$ cat src/rtl/dot_acc_pkg.sv
// Shared types, widths and the length-clamp helper for the dot-product accumulator.
package dot_acc_pkg;

    typedef enum logic {
        IDLE  = 1'b0,
        ACCUM = 1'b1
    } state_t;

    localparam int PROD_W      = 64;
    localparam int DEF_ACC_W   = 72;
    localparam int DEF_MAX_LEN = 16;
    localparam int DEF_LEN_W   = 5;

    // Zero-length requests become single-beat vectors; oversize ones saturate.
    function automatic int clamp_len(input int raw, input int max_len);
        if (raw == 0) begin
            return 1;
        end
        if (raw > max_len) begin
            return max_len;
        end
        return raw;
    endfunction

endpackage

$ cat src/rtl/dot_product_accumulator_if.sv
// Product-in / result-out handshake bundle between the multiplier, accumulator and consumer.
interface dot_product_accumulator_if
    import dot_acc_pkg::*;
#(
    parameter int ACC_W = DEF_ACC_W
) ();

    logic [PROD_W-1:0] prod_data;
    logic              prod_valid;
    logic              prod_ready;
    logic [ACC_W-1:0]  res_data;
    logic              res_valid;
    logic              res_ready;
    logic              res_ovf;

    modport master (
        output prod_data,
        output prod_valid,
        input  prod_ready,
        input  res_data,
        input  res_valid,
        output res_ready,
        input  res_ovf
    );

    modport slave (
        input  prod_data,
        input  prod_valid,
        output prod_ready,
        output res_data,
        output res_valid,
        input  res_ready,
        output res_ovf
    );

endinterface

$ cat src/rtl/dot_acc_beat_counter.sv
// Tracks the latched vector length and beat count, flagging the beat that completes a vector.
module dot_acc_beat_counter
    import dot_acc_pkg::*;
#(
    parameter int MAX_LEN = DEF_MAX_LEN,
    parameter int LEN_W   = DEF_LEN_W
) (
    input  logic             clk,
    input  logic             rst_n,
    input  logic             clear,
    input  logic             accept,
    input  logic             accum,
    input  logic [LEN_W-1:0] cfg_len,
    output logic             last_beat
);

    logic [LEN_W-1:0] len_reg;
    logic [LEN_W-1:0] cnt_reg;
    logic [LEN_W-1:0] len_clamped;

    assign len_clamped = LEN_W'(clamp_len(32'(cfg_len), MAX_LEN));

    // In IDLE the incoming beat is the first one, so the live cfg_len decides.
    assign last_beat = accum ? ((cnt_reg + LEN_W'(1)) == len_reg)
                             : (len_clamped == LEN_W'(1));

    always_ff @(posedge clk or negedge rst_n) begin
        if (!rst_n) begin
            len_reg <= '0;
            cnt_reg <= '0;
        end else if (clear) begin
            cnt_reg <= '0;
        end else if (accept) begin
            if (last_beat) begin
                cnt_reg <= '0;
            end else if (!accum) begin
                len_reg <= len_clamped;
                cnt_reg <= LEN_W'(1);
            end else begin
                cnt_reg <= cnt_reg + LEN_W'(1);
            end
        end
    end

endmodule

$ cat src/rtl/dot_product_accumulator.sv
// Sums a programmable number of 64-bit products and hands each sum off through a one-deep output register.
module dot_product_accumulator
    import dot_acc_pkg::*;
#(
    parameter int MAX_LEN = DEF_MAX_LEN,
    parameter int ACC_W   = DEF_ACC_W,
    parameter int LEN_W   = DEF_LEN_W
) (
    input  logic                      clk,
    input  logic                      rst_n,
    input  logic [LEN_W-1:0]          cfg_len,
    input  logic                      clear,
    dot_product_accumulator_if.slave  bus,
    output logic                      busy
);

    state_t           state_reg;
    logic [ACC_W-1:0] acc_reg;
    logic             ovf_reg;
    logic [ACC_W-1:0] res_data_reg;
    logic             res_valid_reg;
    logic             res_ovf_reg;
    logic             run_reg;

    logic             accept;
    logic             last_beat;
    logic             finish;
    logic             handoff;
    logic             in_accum;
    logic [ACC_W:0]   sum;
    logic             ovf_next;

    // Only the registered res_valid and the consumer's res_ready reach prod_ready.
    assign bus.prod_ready = run_reg & ~clear & (~res_valid_reg | bus.res_ready);
    assign accept         = bus.prod_valid & bus.prod_ready;
    assign handoff        = res_valid_reg & bus.res_ready;
    assign finish         = accept & last_beat;
    assign in_accum       = (state_reg == ACCUM);

    // acc_reg is zero in IDLE, so the same adder serves the first beat.
    assign sum      = {1'b0, acc_reg} + {{(ACC_W + 1 - PROD_W){1'b0}}, bus.prod_data};
    assign ovf_next = (in_accum & ovf_reg) | sum[ACC_W];

    dot_acc_beat_counter #(
        .MAX_LEN (MAX_LEN),
        .LEN_W   (LEN_W)
    ) u_beat_counter (
        .clk       (clk),
        .rst_n     (rst_n),
        .clear     (clear),
        .accept    (accept),
        .accum     (in_accum),
        .cfg_len   (cfg_len),
        .last_beat (last_beat)
    );

    always_ff @(posedge clk or negedge rst_n) begin
        if (!rst_n) begin
            state_reg     <= IDLE;
            acc_reg       <= '0;
            ovf_reg       <= 1'b0;
            res_data_reg  <= '0;
            res_valid_reg <= 1'b0;
            res_ovf_reg   <= 1'b0;
            run_reg       <= 1'b0;
        end else begin
            run_reg <= 1'b1;

            if (clear) begin
                state_reg <= IDLE;
                acc_reg   <= '0;
                ovf_reg   <= 1'b0;
            end else if (accept) begin
                if (last_beat) begin
                    state_reg <= IDLE;
                    acc_reg   <= '0;
                    ovf_reg   <= 1'b0;
                end else begin
                    state_reg <= ACCUM;
                    acc_reg   <= sum[ACC_W-1:0];
                    ovf_reg   <= ovf_next;
                end
            end

            // A finish overrides a simultaneous handoff so vectors can stream back to back.
            if (finish) begin
                res_data_reg  <= sum[ACC_W-1:0];
                res_ovf_reg   <= ovf_next;
                res_valid_reg <= 1'b1;
            end else if (handoff) begin
                res_valid_reg <= 1'b0;
            end
        end
    end

    assign bus.res_data  = res_data_reg;
    assign bus.res_valid = res_valid_reg;
    assign bus.res_ovf   = res_ovf_reg;
    assign busy          = in_accum;

endmodule

$ cat src/flat_wrapper.sv
// flat-port wrapper written by rule: the top's interface ports become plain ports
module dot_product_accumulator_flat import dot_acc_pkg::*;
#(
    parameter int MAX_LEN = DEF_MAX_LEN,
    parameter int ACC_W   = DEF_ACC_W,
    parameter int LEN_W   = DEF_LEN_W
)
  (clk, rst_n, cfg_len, clear, busy, bus_prod_data, bus_prod_valid, bus_prod_ready, bus_res_data, bus_res_valid, bus_res_ready, bus_res_ovf);
  dot_product_accumulator_if #(.ACC_W(ACC_W)) bus_i ();
  input  logic clk;
  input  logic rst_n;
  input  logic [LEN_W-1:0] cfg_len;
  input  logic clear;
  output logic busy;
  input wire logic [$bits(bus_i.prod_data)-1:0] bus_prod_data;
  input wire logic [$bits(bus_i.prod_valid)-1:0] bus_prod_valid;
  output wire logic [$bits(bus_i.prod_ready)-1:0] bus_prod_ready;
  output wire logic [$bits(bus_i.res_data)-1:0] bus_res_data;
  output wire logic [$bits(bus_i.res_valid)-1:0] bus_res_valid;
  input wire logic [$bits(bus_i.res_ready)-1:0] bus_res_ready;
  output wire logic [$bits(bus_i.res_ovf)-1:0] bus_res_ovf;
  assign bus_i.prod_data = bus_prod_data;
  assign bus_i.prod_valid = bus_prod_valid;
  assign bus_prod_ready = bus_i.prod_ready;
  assign bus_res_data = bus_i.res_data;
  assign bus_res_valid = bus_i.res_valid;
  assign bus_i.res_ready = bus_res_ready;
  assign bus_res_ovf = bus_i.res_ovf;
  dot_product_accumulator #(.MAX_LEN(MAX_LEN), .ACC_W(ACC_W), .LEN_W(LEN_W)) u_core (.clk(clk), .rst_n(rst_n), .cfg_len(cfg_len), .clear(clear), .bus(bus_i), .busy(busy));
endmodule
$ cat config.mk
export PLATFORM = sky130hd
export DESIGN_NAME = dot_product_accumulator_flat
export DESIGN_NICKNAME = d
export VERILOG_FILES = /design/src/rtl/dot_acc_pkg.sv /design/src/rtl/dot_product_accumulator_if.sv /design/src/rtl/dot_acc_beat_counter.sv /design/src/rtl/dot_product_accumulator.sv /design/src/flat_wrapper.sv
export SDC_FILE = /design/constraint.sdc
export NUM_CORES = 1
export LEC_CHECK = 0
export CAP_MARGIN = 0
export CORE_MARGIN = 4
export CORE_UTILIZATION = 50
export CTS_CLUSTER_SIZE = 40
export DETAILED_ROUTE_END_ITERATION = 12
export PLACE_DENSITY = 0.75
export SLEW_MARGIN = 0
export SYNTH_ARGS = -nofsm -noshare
export SYNTH_HDL_FRONTEND = slang
export SYNTH_SLANG_ARGS = --single-unit
$ cat constraint.sdc
create_clock -name clk -period 5.1 [get_ports clk]
set_input_delay 1.02 -clock clk [delete_from_list [all_inputs] [get_ports clk]]
set_output_delay 1.02 -clock clk [all_outputs]
set_load 0.1 [all_outputs]
==> results.md <==
- The run finished with clean final reports.
- The tightest min-delay check is of the reg2reg type.
- The residual DRC count is 0.
- The complex-gate fraction of the synthesized area is 22.8%.
- The most crowded layer after global routing is met2.
- Data arrives at the worst endpoint at between 4 and 5 ns.
- The starting density of the core is between 50% and 60%.
- The full die area is roughly 22000 um^2.
- The worst setup path is launched from an input port.
- The die is approximately 150 um tall.
- Measured in cells, the most critical reg-to-reg path has a length of 13.
- At the pin with the least slew margin, the transition time is 1.04 ns.
- The post-CTS setup buffer count is 0.
- The top cell type's share of synthesized area is approximately 40%.
- The number of antenna diodes in the final layout is 0.
- Clock-pin slew was measured on the worst setup and hold paths at 0.07 ns.
- Yosys printed 0 warnings.
- After synthesis the cells add up to approximately 10000 um^2.
- The mux share of post-synthesis cell area is under 10%.
- In this run the core area contains slightly above 50 standard-cell rows.
- The number of gates resized after CTS was 0.
- The worst hold path begins at u_core.bus.res_data[30].
- The worst register-to-register path has a setup slack of roughly 1.4 ns.
- The final count of negative-setup-slack endpoints is 0.
- Global routing consumed, on the met2 layer, between 30% and 40% of the routing resources.
- The filler cells instantiated in the layout total 1688.
- Clock latency on the worst-skew pair, taken at its later pin, is 0.44 ns.
- The maximum clock rate is approximately 230 MHz.
- The die is about 150 um wide.
- For this run, the total global-route usage over all layers was measured as approximately a quarter.
- The capturing element of the worst setup path is u_core.bus.res_data[54].
- Pin placement for this block handled 150 I/O pins.
- For the worst setup path, the data required time is 5.42 ns.
- Buffers placed on the I/O ports in this run total between 100 and 150.
- The clock sink total is between 150 and 200.
- Headroom to the max-slew limit came out at roughly 31%.
- No sink is reached through more buffers than the 2 on the longest clock path.
- The gate count of the mapped netlist is approximately 1100.
- The final count of hold timing violations is 0.
- The number of pins with negative max-slew slack in the final report is 0.
- The number of global-route vias before repair is ~8600.
- Power spread over the standard cell area amounts to between 400 and 500 nW/um^2.
- The detailed-route wire length per cell is between 15 and 20 um.
- The number of iterations in the first detailed-routing pass is 5.
- The setup TNS after final layout is 0 ns.
- The area share of and/or/nand/nor cells after synthesis is between 15 and 20%.
- The congestion estimate from routability-driven global placement came to 0.917.
- Setup repair after global routing left no endpoint under its margin.
- Of the cells placed in the final design, the portion with a size suffix greater than 1 is 5.69%.
- The wire-length estimate of the detail-placed layout is around 19 mm.
- The endpoint class of the critical path is a flop.
- Each instance of the synthesized netlist takes up on average approximately 9 um^2.
- The net count of the finished layout is 1395.
- The worst setup path is of the in2reg kind.
- For this block, the initial DRC count from the detailed router was 696.
- The standard cell core area is 19500 um^2.
- After Yosys synthesis, XOR and XNOR cells account for 6.05% of the synthesized area.
- Entering global routing, the biggest net connects 87 pins.
- The first global-routing pass estimated around 44 mm of wire.
- The number of hold buffers added after CTS was 0.
- The H-tree was split into 4 levels.
- The worst reg2reg path startpoint is u_core.acc_reg[0].
- Buffers inserted during clock tree synthesis total 17.
- The most common flop cell mapped by yosys is sky130_fd_sc_hd__dfrtp_1.
- The number of flops mapped to enable cells by yosys is 0.
- Clock tree synthesis selected as its root buffer the cell sky130_fd_sc_hd__clkbuf_16.
- The met1 usage in global routing is 34.1%.
- In this run the worst path has a maximum fanout of 5.
- The startpoint of the most critical setup path is bus_prod_data[0].
- In the post-synthesis netlist, the biggest area contributors are sky130_fd_sc_hd__dfrtp_1, sky130_fd_sc_hd__nand2_1, sky130_fd_sc_hd__ha_1.
- After synthesis, the largest family of logic cells by area is compound AO/OA/AOI/OAI gates.
- The design draws 0.00534 W.
- The share of async-settable or async-resettable flops after synthesis is between 90% and 100%.
- Detailed routing inserted a total of about 9000 vias.
- When the netlist entered floorplanning its net count stood at between 1000 and 1500.
- Summed over all cells, the static leakage comes to around 5.7 nW.
- The number of vias per cell is 5.82.
- Clock skew on the completed layout was measured at roughly 0.011 ns.
- The met3 demand-to-capacity share in global routing is 3.31%.
- The post-synthesis share of cell area spent on full adders, half adders and majority gates is under 10%.
- The number of nets with antenna violations after detailed routing is 0.
- Max-cap violations in this run came to 0.
- The worst path needs ~4.3 ns of the cycle, external delays included.
- The biggest area contributor in the post-synthesis netlist is sky130_fd_sc_hd__dfrtp_1.
- Summed over all layers, the global routing overflow is 0.
- The share of the clock period used by the worst path after layout is a little under nine tenths.
- The number of distinct library cells after synthesis is a little over 60.
- Compared with the post-synthesis result, the final layout area differs by 22.5%.
- The number of synthesized register bits is about 160.
- The endpoint identified for the worst register-to-register timing path is u_core.bus.res_data[54].
- The post-detailed-routing wire length is between 20 and 30 mm.
- For this run, the register share of the synthesized area comes to ~40%.
- Across the VDD grid, the largest voltage drop is 267 uV.
- The clock tree from TritonCTS is done.
- Hold is met by 0.471 ns.
- The number of antenna violations at the first check in global routing is 0.
## layer usage
layer	share of wire [%]	routed length, um
met1	46	12200
met2	46	12100
met3	5.7	1510
met4	1.9	507
met5	0	0
## worst min path at each step
stage                                          to  slack [ns]  depth (start not counted)
final                     u_core.bus.res_data[30]        0.47                          2
after floorplan                u_core.acc_reg[21]        0.45                          2
after CTS                 u_core.bus.res_data[45]        0.48                          2
after detailed placement  u_core.bus.res_data[45]        0.46                          2
after global routing      u_core.bus.res_data[13]        0.50                          2
after global placement    u_core.bus.res_data[30]        0.46                          2
## cell usage in the layout (no fill, tap or decap), types with 23 or more instances in the layout
master	count
sky130_fd_sc_hd__a21oi_1	107
sky130_fd_sc_hd__a22o_1	61
sky130_fd_sc_hd__clkdlybuf4s50_1	147
sky130_fd_sc_hd__dfrtp_1	159
sky130_fd_sc_hd__ha_1	65
sky130_fd_sc_hd__inv_1	28
sky130_fd_sc_hd__nand2_1	219
sky130_fd_sc_hd__nand3_1	23
sky130_fd_sc_hd__nand4_1	33
sky130_fd_sc_hd__nor2_1	54
sky130_fd_sc_hd__o21ai_0	69
sky130_fd_sc_hd__xnor2_1	45
sky130_fd_sc_hd__xor2_1	24
## cell usage after synthesis, drive strengths merged (13+ instances only)
cell type and count:
xnor2 45, ha 65, nand2 219, mux2 17
nand3 23, o21bai 16, xor2 24, clkbuf 52
a21o 16, a21oi 111, o21ai 73, inv 28
dfrtp 159, buf 13, a22o 61, nor2 55
nand4 33
## stage by stage
stage | util [%] | std cells | setup slack, ns | area [um^2]
2_1_floorplan | - | 1142 | 0.0926 | 9980
3_3_place_gp | 59.7 | 1501 | 0.427 | 11700
3_5_place_dp | 59.7 | 1501 | 0.380 | 11700
4_1_cts | 62.6 | 1531 | 0.818 | 12200
5_1_grt | 62.6 | 1531 | 0.485 | 12200
6_report | 62.6 | 1531 | 0.750 | 12200
## where the power goes
group / internal (W) / switching (W)
Clock: 0.000735 / 0.000554
Combinational: 0.000660 / 0.00179
Sequential: 0.00147 / 0.000127
Total: 0.00287 / 0.00247
## cell type report
cell class	instances	area, um^2	share of cell area (%)
multi-input combinational	890	5670	46.4
clock inverter	11	133	1.08
inverter	28	105	0.860
timing repair buffer	159	1570	12.8
sequential	159	3980	32.5
tap	265	332	2.71
clock buffer	19	443	3.62
## worst max-delay path, stage by stage
cell and delay, ns:
sky130_fd_sc_hd__clkdlybuf4s50_1 0.46, sky130_fd_sc_hd__ha_1 0.17, sky130_fd_sc_hd__inv_1 0.06, sky130_fd_sc_hd__fa_1 0.40, sky130_fd_sc_hd__nor2b_1 0.19, sky130_fd_sc_hd__o31a_1 0.23
sky130_fd_sc_hd__a21oi_2 0.13, sky130_fd_sc_hd__o21ai_2 0.27, sky130_fd_sc_hd__a211oi_1 0.20, sky130_fd_sc_hd__o21ai_1 0.28, sky130_fd_sc_hd__a21oi_1 0.18, sky130_fd_sc_hd__o31ai_1 0.61
sky130_fd_sc_hd__xnor2_1 0.19, sky130_fd_sc_hd__mux2_2 0.30
## logic make-up after synthesis
family	after synthesis
adder cells (fa/ha/maj)	66
flip-flops	159
multiplexers	18
other	1
AND/OR/NAND/NOR	389
AO/OA/AOI/OAI	347
buffers and inverters	93
XOR/XNOR	69
Power figures use the tool's default switching activity.
